--- src/rtl/ex_div_ctrl_if.sv ---
// ex_div_ctrl_if -- bus between the EX-stage divide controller and the
// iterative divider.
//   master : controller side (drives start and the latched request fields,
//            receives result and ready)
//   slave  : divider side
// Signals:
//   div_start_o     level start, held for the whole operation
//   div_dividend_o  latched rs1
//   div_divisor_o   latched rs2
//   div_op_o        latched funct3
//   div_waddr_o     latched destination register
//   div_result_i    divider result, valid with div_ready_i
//   div_ready_i     one-cycle completion pulse
interface ex_div_ctrl_if;
  logic        div_start_o;
  logic [31:0] div_dividend_o;
  logic [31:0] div_divisor_o;
  logic [2:0]  div_op_o;
  logic [4:0]  div_waddr_o;
  logic [31:0] div_result_i;
  logic        div_ready_i;

  modport master (
    output div_start_o, div_dividend_o, div_divisor_o, div_op_o, div_waddr_o,
    input  div_result_i, div_ready_i
  );

  modport slave (
    input  div_start_o, div_dividend_o, div_divisor_o, div_op_o, div_waddr_o,
    output div_result_i, div_ready_i
  );
endinterface

--- src/rtl/ex_div_ctrl.sv ---
// ex_div_ctrl -- EX-stage sequencer for DIV/DIVU/REM/REMU.
// Accepts a divide request, holds the pipeline while an external iterative
// divider works, writes the result back for one cycle, and aborts with an
// error pulse if the divider does not answer within TIMEOUT_CYC cycles.
//
// Parameters:
//   TIMEOUT_CYC  WAIT cycles before abort (legal 40..1023)
// Ports:
//   clk, rstn                  clock, asynchronous active-low reset
//   req_i                      divide instruction valid in EX
//   op_i                       funct3 (100 DIV, 101 DIVU, 110 REM, 111 REMU)
//   rs1_data_i, rs2_data_i     dividend, divisor
//   rd_waddr_i                 destination register
//   flush_i                    pipeline flush, kills the in-flight op
//   div_if (master)            divider bus, see ex_div_ctrl_if
//   stall_o                    hold IF/ID/EX while the op is outstanding
//   wb_we_o/wb_waddr_o/wb_wdata_o  one-cycle write-back
//   err_o                      one-cycle timeout pulse
// Optional feature:
//   DIV_RESULT_REUSE_EN  single-entry cache of the last completed divide;
//                        an identical request skips the divider.
//
// state  | meaning
// -------+--------------------------------------------------------------
// S_IDLE | no op outstanding, waiting for req_i
// S_WAIT | divider running, start held, timeout counter advancing
// S_WB   | one-cycle write-back of the registered result
module ex_div_ctrl #(
  parameter int unsigned TIMEOUT_CYC = 64
) (
  input  logic          clk,
  input  logic          rstn,
  input  logic          req_i,
  input  logic [2:0]    op_i,
  input  logic [31:0]   rs1_data_i,
  input  logic [31:0]   rs2_data_i,
  input  logic [4:0]    rd_waddr_i,
  input  logic          flush_i,
  ex_div_ctrl_if.master div_if,
  output logic          stall_o,
  output logic          wb_we_o,
  output logic [4:0]    wb_waddr_o,
  output logic [31:0]   wb_wdata_o,
  output logic          err_o
);

  typedef enum logic [2:0] {
    S_IDLE = 3'b001,
    S_WAIT = 3'b010,
    S_WB   = 3'b100
  } state_e;

  // Abort is taken in the last WAIT cycle, so start is high for exactly
  // TIMEOUT_CYC cycles and err_o appears in the first IDLE cycle after.
  localparam logic [9:0] CNT_LAST = 10'(TIMEOUT_CYC - 1);

  state_e      state_q, state_d;
  logic [2:0]  op_q, op_d;
  logic [31:0] rs1_q, rs1_d;
  logic [31:0] rs2_q, rs2_d;
  logic [4:0]  rd_q, rd_d;
  logic [31:0] wdata_q, wdata_d;
  logic [9:0]  cnt_q, cnt_d;
  logic        err_q, err_d;

  logic        stall_c;
  logic        start_c;
  logic        hit;
  logic [31:0] hit_data;

`ifdef DIV_RESULT_REUSE_EN
  logic        c_vld_q;
  logic [2:0]  c_op_q;
  logic [31:0] c_rs1_q;
  logic [31:0] c_rs2_q;
  logic [31:0] c_res_q;

  assign hit      = c_vld_q && (c_op_q == op_i) &&
                    (c_rs1_q == rs1_data_i) && (c_rs2_q == rs2_data_i);
  assign hit_data = c_res_q;

  // Filled on every divider completion that is not flushed; a flush leaves
  // the entry alone, only reset invalidates it.
  always_ff @(posedge clk or negedge rstn) begin
    if (!rstn) begin
      c_vld_q <= 1'b0;
      c_op_q  <= '0;
      c_rs1_q <= '0;
      c_rs2_q <= '0;
      c_res_q <= '0;
    end else if (state_q == S_WAIT && div_if.div_ready_i && !flush_i) begin
      c_vld_q <= 1'b1;
      c_op_q  <= op_q;
      c_rs1_q <= rs1_q;
      c_rs2_q <= rs2_q;
      c_res_q <= div_if.div_result_i;
    end
  end
`else
  assign hit      = 1'b0;
  assign hit_data = '0;
`endif

  always_ff @(posedge clk or negedge rstn) begin
    if (!rstn) begin
      state_q <= S_IDLE;
      op_q    <= '0;
      rs1_q   <= '0;
      rs2_q   <= '0;
      rd_q    <= '0;
      wdata_q <= '0;
      cnt_q   <= '0;
      err_q   <= 1'b0;
    end else begin
      state_q <= state_d;
      op_q    <= op_d;
      rs1_q   <= rs1_d;
      rs2_q   <= rs2_d;
      rd_q    <= rd_d;
      wdata_q <= wdata_d;
      cnt_q   <= cnt_d;
      err_q   <= err_d;
    end
  end

  always_comb begin
    state_d = state_q;
    op_d    = op_q;
    rs1_d   = rs1_q;
    rs2_d   = rs2_q;
    rd_d    = rd_q;
    wdata_d = wdata_q;
    cnt_d   = cnt_q;
    err_d   = 1'b0;
    stall_c = 1'b0;
    start_c = 1'b0;

    unique case (state_q)
      S_IDLE: begin
        if (req_i && !flush_i) begin
          op_d  = op_i;
          rs1_d = rs1_data_i;
          rs2_d = rs2_data_i;
          rd_d  = rd_waddr_i;
          if (hit) begin
            wdata_d = hit_data;
            state_d = S_WB;
          end else begin
            stall_c = 1'b1;
            cnt_d   = '0;
            state_d = S_WAIT;
          end
        end
      end

      S_WAIT: begin
        stall_c = 1'b1;
        // Start drops in the ready cycle so the divider never sees a
        // second start right after its completion pulse.
        start_c = !div_if.div_ready_i && !flush_i;
        cnt_d   = cnt_q + 10'd1;
        if (flush_i) begin
          state_d = S_IDLE;
        end else if (div_if.div_ready_i) begin
          wdata_d = div_if.div_result_i;
          state_d = S_WB;
        end else if (cnt_q == CNT_LAST) begin
          err_d   = 1'b1;
          state_d = S_IDLE;
        end
      end

      S_WB: begin
        state_d = S_IDLE;
      end

      default: begin
        state_d = S_IDLE;
      end
    endcase
  end

  // stall_c can be high in IDLE from req_i alone; gating with rstn keeps
  // every output at 0 while reset is asserted.
  assign stall_o = stall_c & rstn;

  assign div_if.div_start_o    = start_c;
  assign div_if.div_dividend_o = rs1_q;
  assign div_if.div_divisor_o  = rs2_q;
  assign div_if.div_op_o       = op_q;
  assign div_if.div_waddr_o    = rd_q;

  // rd = x0 still runs the full sequence, only the write enable is masked.
  assign wb_we_o    = (state_q == S_WB) && (rd_q != 5'd0);
  assign wb_waddr_o = rd_q;
  assign wb_wdata_o = wdata_q;
  assign err_o      = err_q;

endmodule
--- src/flat_wrapper.sv ---
// flat-port wrapper written by rule: the top's interface ports become plain ports
module ex_div_ctrl_flat 
#(
  parameter int unsigned TIMEOUT_CYC = 64
)
  (clk, rstn, req_i, op_i, rs1_data_i, rs2_data_i, rd_waddr_i, flush_i, stall_o, wb_we_o, wb_waddr_o, wb_wdata_o, err_o, div_if_div_start_o, div_if_div_dividend_o, div_if_div_divisor_o, div_if_div_op_o, div_if_div_waddr_o, div_if_div_result_i, div_if_div_ready_i);
  ex_div_ctrl_if div_if_i ();
  input  logic clk;
  input  logic rstn;
  input  logic req_i;
  input  logic [2:0] op_i;
  input  logic [31:0] rs1_data_i;
  input  logic [31:0] rs2_data_i;
  input  logic [4:0] rd_waddr_i;
  input  logic flush_i;
  output logic stall_o;
  output logic wb_we_o;
  output logic [4:0] wb_waddr_o;
  output logic [31:0] wb_wdata_o;
  output logic err_o;
  output wire logic [$bits(div_if_i.div_start_o)-1:0] div_if_div_start_o;
  output wire logic [$bits(div_if_i.div_dividend_o)-1:0] div_if_div_dividend_o;
  output wire logic [$bits(div_if_i.div_divisor_o)-1:0] div_if_div_divisor_o;
  output wire logic [$bits(div_if_i.div_op_o)-1:0] div_if_div_op_o;
  output wire logic [$bits(div_if_i.div_waddr_o)-1:0] div_if_div_waddr_o;
  input wire logic [$bits(div_if_i.div_result_i)-1:0] div_if_div_result_i;
  input wire logic [$bits(div_if_i.div_ready_i)-1:0] div_if_div_ready_i;
  assign div_if_div_start_o = div_if_i.div_start_o;
  assign div_if_div_dividend_o = div_if_i.div_dividend_o;
  assign div_if_div_divisor_o = div_if_i.div_divisor_o;
  assign div_if_div_op_o = div_if_i.div_op_o;
  assign div_if_div_waddr_o = div_if_i.div_waddr_o;
  assign div_if_i.div_result_i = div_if_div_result_i;
  assign div_if_i.div_ready_i = div_if_div_ready_i;
  ex_div_ctrl #(.TIMEOUT_CYC(TIMEOUT_CYC)) u_core (.clk(clk), .rstn(rstn), .req_i(req_i), .op_i(op_i), .rs1_data_i(rs1_data_i), .rs2_data_i(rs2_data_i), .rd_waddr_i(rd_waddr_i), .flush_i(flush_i), .div_if(div_if_i), .stall_o(stall_o), .wb_we_o(wb_we_o), .wb_waddr_o(wb_waddr_o), .wb_wdata_o(wb_wdata_o), .err_o(err_o));
endmodule
--- config.mk ---
export PLATFORM = sky130hd
export DESIGN_NAME = ex_div_ctrl_flat
export DESIGN_NICKNAME = d
export VERILOG_FILES = /design/src/rtl/ex_div_ctrl_if.sv /design/src/rtl/ex_div_ctrl.sv /design/src/flat_wrapper.sv
export SDC_FILE = /design/constraint.sdc
export NUM_CORES = 1
export LEC_CHECK = 0
export BUFFER_PORTS_ARGS = -buffer_cell sky130_fd_sc_hd__buf_2
export CAP_MARGIN = 20
export CORE_MARGIN = 2
export CORE_UTILIZATION = 40
export CTS_BUF_LIST = sky130_fd_sc_hd__clkbuf_8
export DETAILED_ROUTE_END_ITERATION = 8
export PLACE_DENSITY = 0.7
export SLEW_MARGIN = 0
export SYNTH_ARGS = -nofsm -noshare
export SYNTH_HDL_FRONTEND = slang
export SYNTH_SLANG_ARGS = --single-unit
--- constraint.sdc ---
create_clock -name clk -period 2 [get_ports clk]
set_clock_uncertainty 0.05 [all_clocks]
set_input_delay 0.2 -clock clk [delete_from_list [all_inputs] [get_ports clk]]
set_output_delay 0.2 -clock clk [all_outputs]
set_load 0.02 [all_outputs]
==> results of run 1 <==
-- cell type report --
class	instances	area, um2
Fill cell	901	3980
Sequential cell	118	2960
Timing Repair Buffer	341	2330
Multi-Input combinational cell	304	1670
Clock buffer	20	275
Tap cell	143	179
Clock inverter	12	175
Inverter	2	7.51
-- repair_timing --
| item | CTS | global route |
|---|---|---|
| pin swaps | 4 | 2 |
| setup buffers | 6 | 1 |
| gates resized for setup | 8 | 1 |
| hold buffers | 106 | 0 |
| endpoints found under the hold margin | 224 | 0 |
| setup endpoints to repair | 3 | 2 |
-- state kept, by name, indices dropped and copies added, names as in the netlist --
register and cells:
u_core.err_o 1, u_core.div_if.div_divisor_o 32, u_core.div_if.div_op_o 3, u_core.div_if.div_dividend_o 32, u_core.div_if.div_waddr_o 5, u_core.cnt_q 10
u_core.state_q 3, u_core.wb_wdata_o 32
-- logic make-up after synthesis --
kind of cell,after synthesis,synth area share
and+or+nand+nor,249,0.215
DFF,118,0.617
muxes,32,0.0980
buffers and inverters,27,0.0402
AOI/OAI and AO/OA,22,0.0269
adders and majority gates,1,0.00261
-- metrics by stage --
stage,worst slack [ps],util
after floorplan,370,-
after global placement,329,0.519
after detailed placement,237,0.519
after CTS,4.41,0.655
after global routing,-49.7,0.656
final,68.5,0.656
-- worst max path at each step --
stage | slack [ps] | depth (start not counted) | end | start
finish | 70 | 4 | wb_we_o | u_core.div_if.div_waddr_o[3]
global route | -50 | 4 | stall_o | u_core.state_q[0]
CTS | 4 | 4 | wb_we_o | u_core.div_if.div_waddr_o[3]
detailed placement | 240 | 5 | u_core.div_if.div_divisor_o[6] | u_core.state_q[0]
global placement | 330 | 5 | u_core.div_if.div_divisor_o[15] | u_core.state_q[0]
floorplan | 370 | 3 | wb_we_o | u_core.div_if.div_waddr_o[3]
-- power by group through the flow --
stage	clock (mW)	combinational, mW	sequential (mW)
after global placement	0	1.71	3.08
after global routing	2.58	2.12	3.12
after detailed placement	0	1.76	3.09
final	2.40	1.96	3.07
after floorplan	0	0.551	3.60
after CTS	2.47	1.95	3.06
-- layout by cell type, fill, tap and decap left out, types with 2 or more instances in the layout --
cell type / instances
buf_4: 13
buf_2: 218
o31ai_1: 3
bufinv_16: 4
o21ai_0: 10
mux2_2: 3
and3_1: 2
nor4b_4: 2
nand2_1: 223
nor2_1: 4
mux2_4: 29
clkinv_2: 2
dfrtp_1: 115
o211ai_1: 2
nand3_1: 4
clkbuf_8: 20
buf_12: 4
nand4_1: 2
clkinvlp_4: 2
a21oi_1: 3
inv_1: 3
dfrtp_2: 2
clkinv_4: 2
dlygate4sd3_1: 106
nand2_2: 2
-- Yosys cell counts, types with 2 or more instances --
cell type / instances
nor2_1: 5
o211ai_1: 2
nand2_1: 224
mux2_2: 3
dfrtp_1: 117
nor4b_4: 2
o21ai_0: 10
nand4_1: 2
clkbuf_1: 4
buf_4: 6
buf_6: 8
inv_1: 2
nand3_1: 4
buf_2: 7
mux2_4: 29
o31ai_1: 3
and3_1: 2
a21oi_1: 4
-- critical path: stages, from the launching register on --
cell and delay, ps:
dfrtp_1 390, or4_4 550, nor2_4 100, nor4b_2 50
buf_4 160
-- layer usage --
| layer | global-route usage | up-vias | part of all wire |
|---|---|---|---|
| li1 | - | 2095 | - |
| met1 | 0.246 | 2036 | 0.40 |
| met2 | 0.373 | 182 | 0.51 |
| met3 | 0.0627 | 31 | 0.063 |
| met4 | 0.0919 | 2 | 0.024 |
| met5 | 0 | - | 0.00096 |
==> flow_summary_export.csv, run 1 <==
group,metric,value,unit
sta,rsz0062_at_grt,"yes",
clock_tree,root_buffer,"clkbuf_8",
clock_tree,cts.htree.levels,4,
placement,finalWeightedCongestion,0.789,
pwr,power_leakage,4.26,nW
drt,drc,0,
layout,diodes,0,
global_routing,grt_pass1_wl,21500,um
die,num_rows,39,
placement,post_dp_cell_area,6000,um2
clock_tree,clk_path_buf_depth,2,
sta,whs,151,ps
layout,final_area,7590,um2
synth,synth_top_area_cell,"dfrtp_1",
sta,relSlewSlack,0.596,
synth,synthCells,449,
pwr,p_total,7.43,mW
sta,finalCriticalPeriod,1930,ps
hold_path,min_path_cells,4,
pwr,seq_power_share,0.413,
critical_path,crit_path_start_kind,"flop",
clock_tree,clock_latency,430,ps
drt,drt_pass1_iterations,4,
sta,hold_violations,0,
hold_path,hp-start,"flush_i",
critical_path,r2r_cells,6,
die,die-area,12900,um2
die,initial_core_util,0.414,
sta,worstMarginPinSlew,606,ps
synth,syn_area,4790,um2
layout,drive_gt1_frac,0.391,
sta,clock.fmax,0.518,GHz
synth,synth_top_area_share,0.611,
flow_run,cap_violations,0,
clock_tree,clock_sinks,118,
hold_path,hold_path_class,"in -> reg",
drt,routedWlPerCell,14.4,um
clock_tree,numCtsBuffers,17,
drt,routed_wl,13500,um
synth,syn_avg_cell_area,10.7,um2
die,dieHeight,113,um
sta,slew_violations,0,
sta,fin_tns_setup,0,ps
layout,fin_cells,940,
die,core,11600,um2
synth,ys_warn_count,0,
clock_tree,cts.clk_slew.worst_paths,70,ps
drt,dr.first_iter.drc_count,227,
global_routing,grt_usage,0.214,
pwr,power_density,979,nW/um2
drt,dr_total_vias,4346,
die,dieWidth,113,um
hold_path,holdPathEnd,"u_core.err_o",
critical_path,cp.required,1750,ps
global_routing,first_global_vias,4576,
pwr,ir_drop,681,uV
synth,yosys.cell_types.count,33,
placement,place_inst,795,
pwr,swShare,0.314,
placement,numPortBuffers,221,
global_routing,grt_max_degree,119,
critical_path,worstReg2RegEnd,"u_core.div_if.div_divisor_o[6]",
pwr,netSwitchingPower,2.33,mW
critical_path,critPathKind,"reg -> out",
global_routing,antenna_found_initial,1,
placement,hpwl,7750,um
critical_path,r2r-start,"u_core.state_q[0]",
pwr,pwr-share-comb,0.264,
sta,period_share,0.966,
pwr,power_frac_clock,0.323,
critical_path,path_max_fanout,2,
critical_path,r2r_setup_slack,190,ps
synth,ys_ff_latch,118,
synth,synth.yosys.seq_area_share,0.617,
critical_path,arrival,1680,ps
layout,area_growth_syn_to_layout,58.5,%
pwr,p_int,5.10,mW
synth,syn_nets,559,
critical_path,cp-end-kind,"output port",
synth,ys.flop_type,"dfrtp_1",
synth,synth_area_leaders,"dfrtp_1 61%, nand2_1 18%, mux2_4 9.1%, buf_6 1.9%, o21ai_0 1.0%",
synth,async_reset_ff_frac,1.00,
sta,setup_viol,0,
drt,ant_nets,0,
layout,nNetsFinal,894,
global_routing,grt_overflow,0,
clock_tree,tritoncts,"built",
die,boundaryPins,222,
drt,vias_per_cell,4.62,
outcome,status,"complete, no violations",
synth,synth_edf_count,0,
Note: power is estimated with default switching activity, not from simulation.
==> run 2: changes to the inputs <==
==> constraint.sdc (replaced) <==
create_clock -name clk -period 2.1 [get_ports clk]
set_clock_uncertainty 0.05 [all_clocks]
set_input_delay 0.21 -clock clk [delete_from_list [all_inputs] [get_ports clk]]
set_output_delay 0.21 -clock clk [all_outputs]
set_load 0.02 [all_outputs]
==> run 2 against run 1 <==
Compared with the run above: register-to-register slack barely moved; sequential share of layout area rose by 0.34 points; via count rose by 0.37%; first-iteration DRC count fell by 11%; flip-flop and latch count did not move.
==> flow_summary_export.csv, run 2 (synthesized netlist as in run 1, its figures left out) <==
group,metric,value,unit
layout,nNetsFinal,892,
critical_path,critPathKind,"reg -> out",
global_routing,grt_max_degree,119,
layout,drive_gt1_frac,0.388,
drt,drt_pass1_iterations,4,
critical_path,path_cells,"nor4b_4, a21oi_4, nor2b_2, buf_6",
critical_path,cp-end-kind,"output port",
critical_path,critical-path-top-delay-family,"flip-flops",
critical_path,cpPeakStageDelay,600,ps
die,dieHeight,113,um
die,dieWidth,113,um
placement,finalWeightedCongestion,0.784,
sta,finalCriticalPeriod,2030,ps
drt,drc,0,
layout,area_growth_syn_to_layout,57.1,%
outcome,status,"complete, no violations",
pwr,ir_drop,471,uV
flow_run,cap_violations,0,
clock_tree,cts.htree.levels,4,
sta,clock.fmax,0.494,GHz
drt,dr.first_iter.drc_count,203,
die,boundaryPins,222,
clock_tree,tritoncts,"built",
drt,routed_wl,13200,um
die,num_rows,39,
layout,layout_commonest_cell,"nand2_1",
placement,numPortBuffers,221,
sta,whs,155,ps
layout,fin_util,0.650,
sta,fin_tns_setup,0,ps
layout,multi_input_area,1660,um2
global_routing,grt_overflow,0,
clock_tree,clock_sinks,118,
layout,seqCellArea,2960,um2
sta,hold_violations,0,
die,initial_core_util,0.414,
drt,vias_per_cell,4.66,
critical_path,worst-path-buf-inv,1,
sta,worstMarginPinSlew,606,ps
global_routing,grt_usage,0.210,
placement,hpwl,7750,um
clock_tree,cts.clk_slew.worst_paths,70,ps
critical_path,cp.required,1840,ps
sta,slew_violations,0,
global_routing,first_global_vias,4504,
critical_path,crit_path_start_kind,"flop",
clock_tree,numCtsBuffers,17,
drt,dr_total_vias,4362,
layout,diodes,0,
clock_tree,clock_latency,430,ps
sta,rsz0062_at_grt,"yes",
sta,setup_viol,0,
critical_path,slowest_stage,"dfstp_2",
pwr,p_total,6.83,mW
pwr,power_leakage,4.24,nW
clock_tree,root_buffer,"clkbuf_8",
die,core,11600,um2
global_routing,grt_pass1_wl,21200,um
pwr,power_density,909,nW/um2
layout,n_fill_cell,899,
sta,relSlewSlack,0.596,
critical_path,path_max_fanout,5,
drt,ant_nets,0,
critical_path,arrival,1770,ps
clock_tree,clk_path_buf_depth,2,
hold_path,hold_path_class,"in -> reg",
layout,mostFrequentLayoutCells,"223 x nand2_1, 219 x buf_2, 116 x dfrtp_1, 106 x dlygate4sd3_1, 29 x mux2_4",
sta,period_share,0.964,
drt,routedWlPerCell,14.1,um
die,die-area,12900,um2
global_routing,antenna_found_initial,1,
==> run 2: changes by cell type in the layout (fill, tap and decap cells not counted), sizes merged <==
cell      before  now
clkinv         4    7
buf          235  233
bufinv         4    2
clkbuf        20   22
clkinvlp       2    0
inv            4    2
==> run 2: tightest hold or removal path: stages <==
cell and delay (ps):
buf_2 130, nor4b_4 60, or2b_1 160, nor2_1 40
==> run 2: area by class of cell <==
type                    count  share of cell area
clock buffers              22              0.0403
clock inverters             9              0.0131
inverters                   2            0.000998
multi-input cells         304               0.221
flip-flops and latches    118               0.393
well taps                 143              0.0238
repair buffers            339               0.308
==> run 2: repair_timing <==
item | CTS | global route
buffers inserted | 1 | 4
hold buffers | 106 | 0
setup endpoints to repair | 2 | 3
pin swaps | 1 | 2
gates resized for setup | 3 | 4
hold endpoints to repair | 224 | 0
==> run 2: metrics by stage <==
step | std cells | setup slack [ps] | area, um2
after global routing | 937 | -37.7 | 7520
after CTS | 933 | 7.94 | 7470
final | 937 | 74.7 | 7520
after detailed placement | 795 | 338 | 6000
after global placement | 795 | 430 | 6000
after floorplan | 449 | 460 | 4790
==> run 2: final timing paths <==
kind / start / to / slack [ps] / cells past startpoint
max in group asynchronous: rstn / u_core.state_q[2] / 1140 / 3
worst min register to register: u_core.div_if.div_divisor_o[7] / u_core.div_if.div_divisor_o[7] / 420 / 2
min in group asynchronous: rstn / u_core.wb_wdata_o[21] / 380 / 3
worst max-delay path: u_core.state_q[0] / stall_o / 70 / 4
worst max register to register: u_core.state_q[0] / u_core.div_if.div_divisor_o[19] / 190 / 6
worst min-delay path: flush_i / u_core.err_o / 150 / 4
==> run 2: report_power, final <==
group | total (mW) | internal, mW | switching, mW
combinational | 1.84 | 0.775 | 1.06
clock | 2.07 | 1.20 | 0.877
sequential | 2.92 | 2.68 | 0.245
==> run 2: per-layer routing <==
layer / routed length [um] / track usage / share of wire
met3: 769 / 0.0632 / 0.058
met1: 5510 / 0.245 / 0.42
met4: 247 / 0.0919 / 0.019
met5: 16 / 0 / 0.0012
met2: 6660 / 0.360 / 0.50
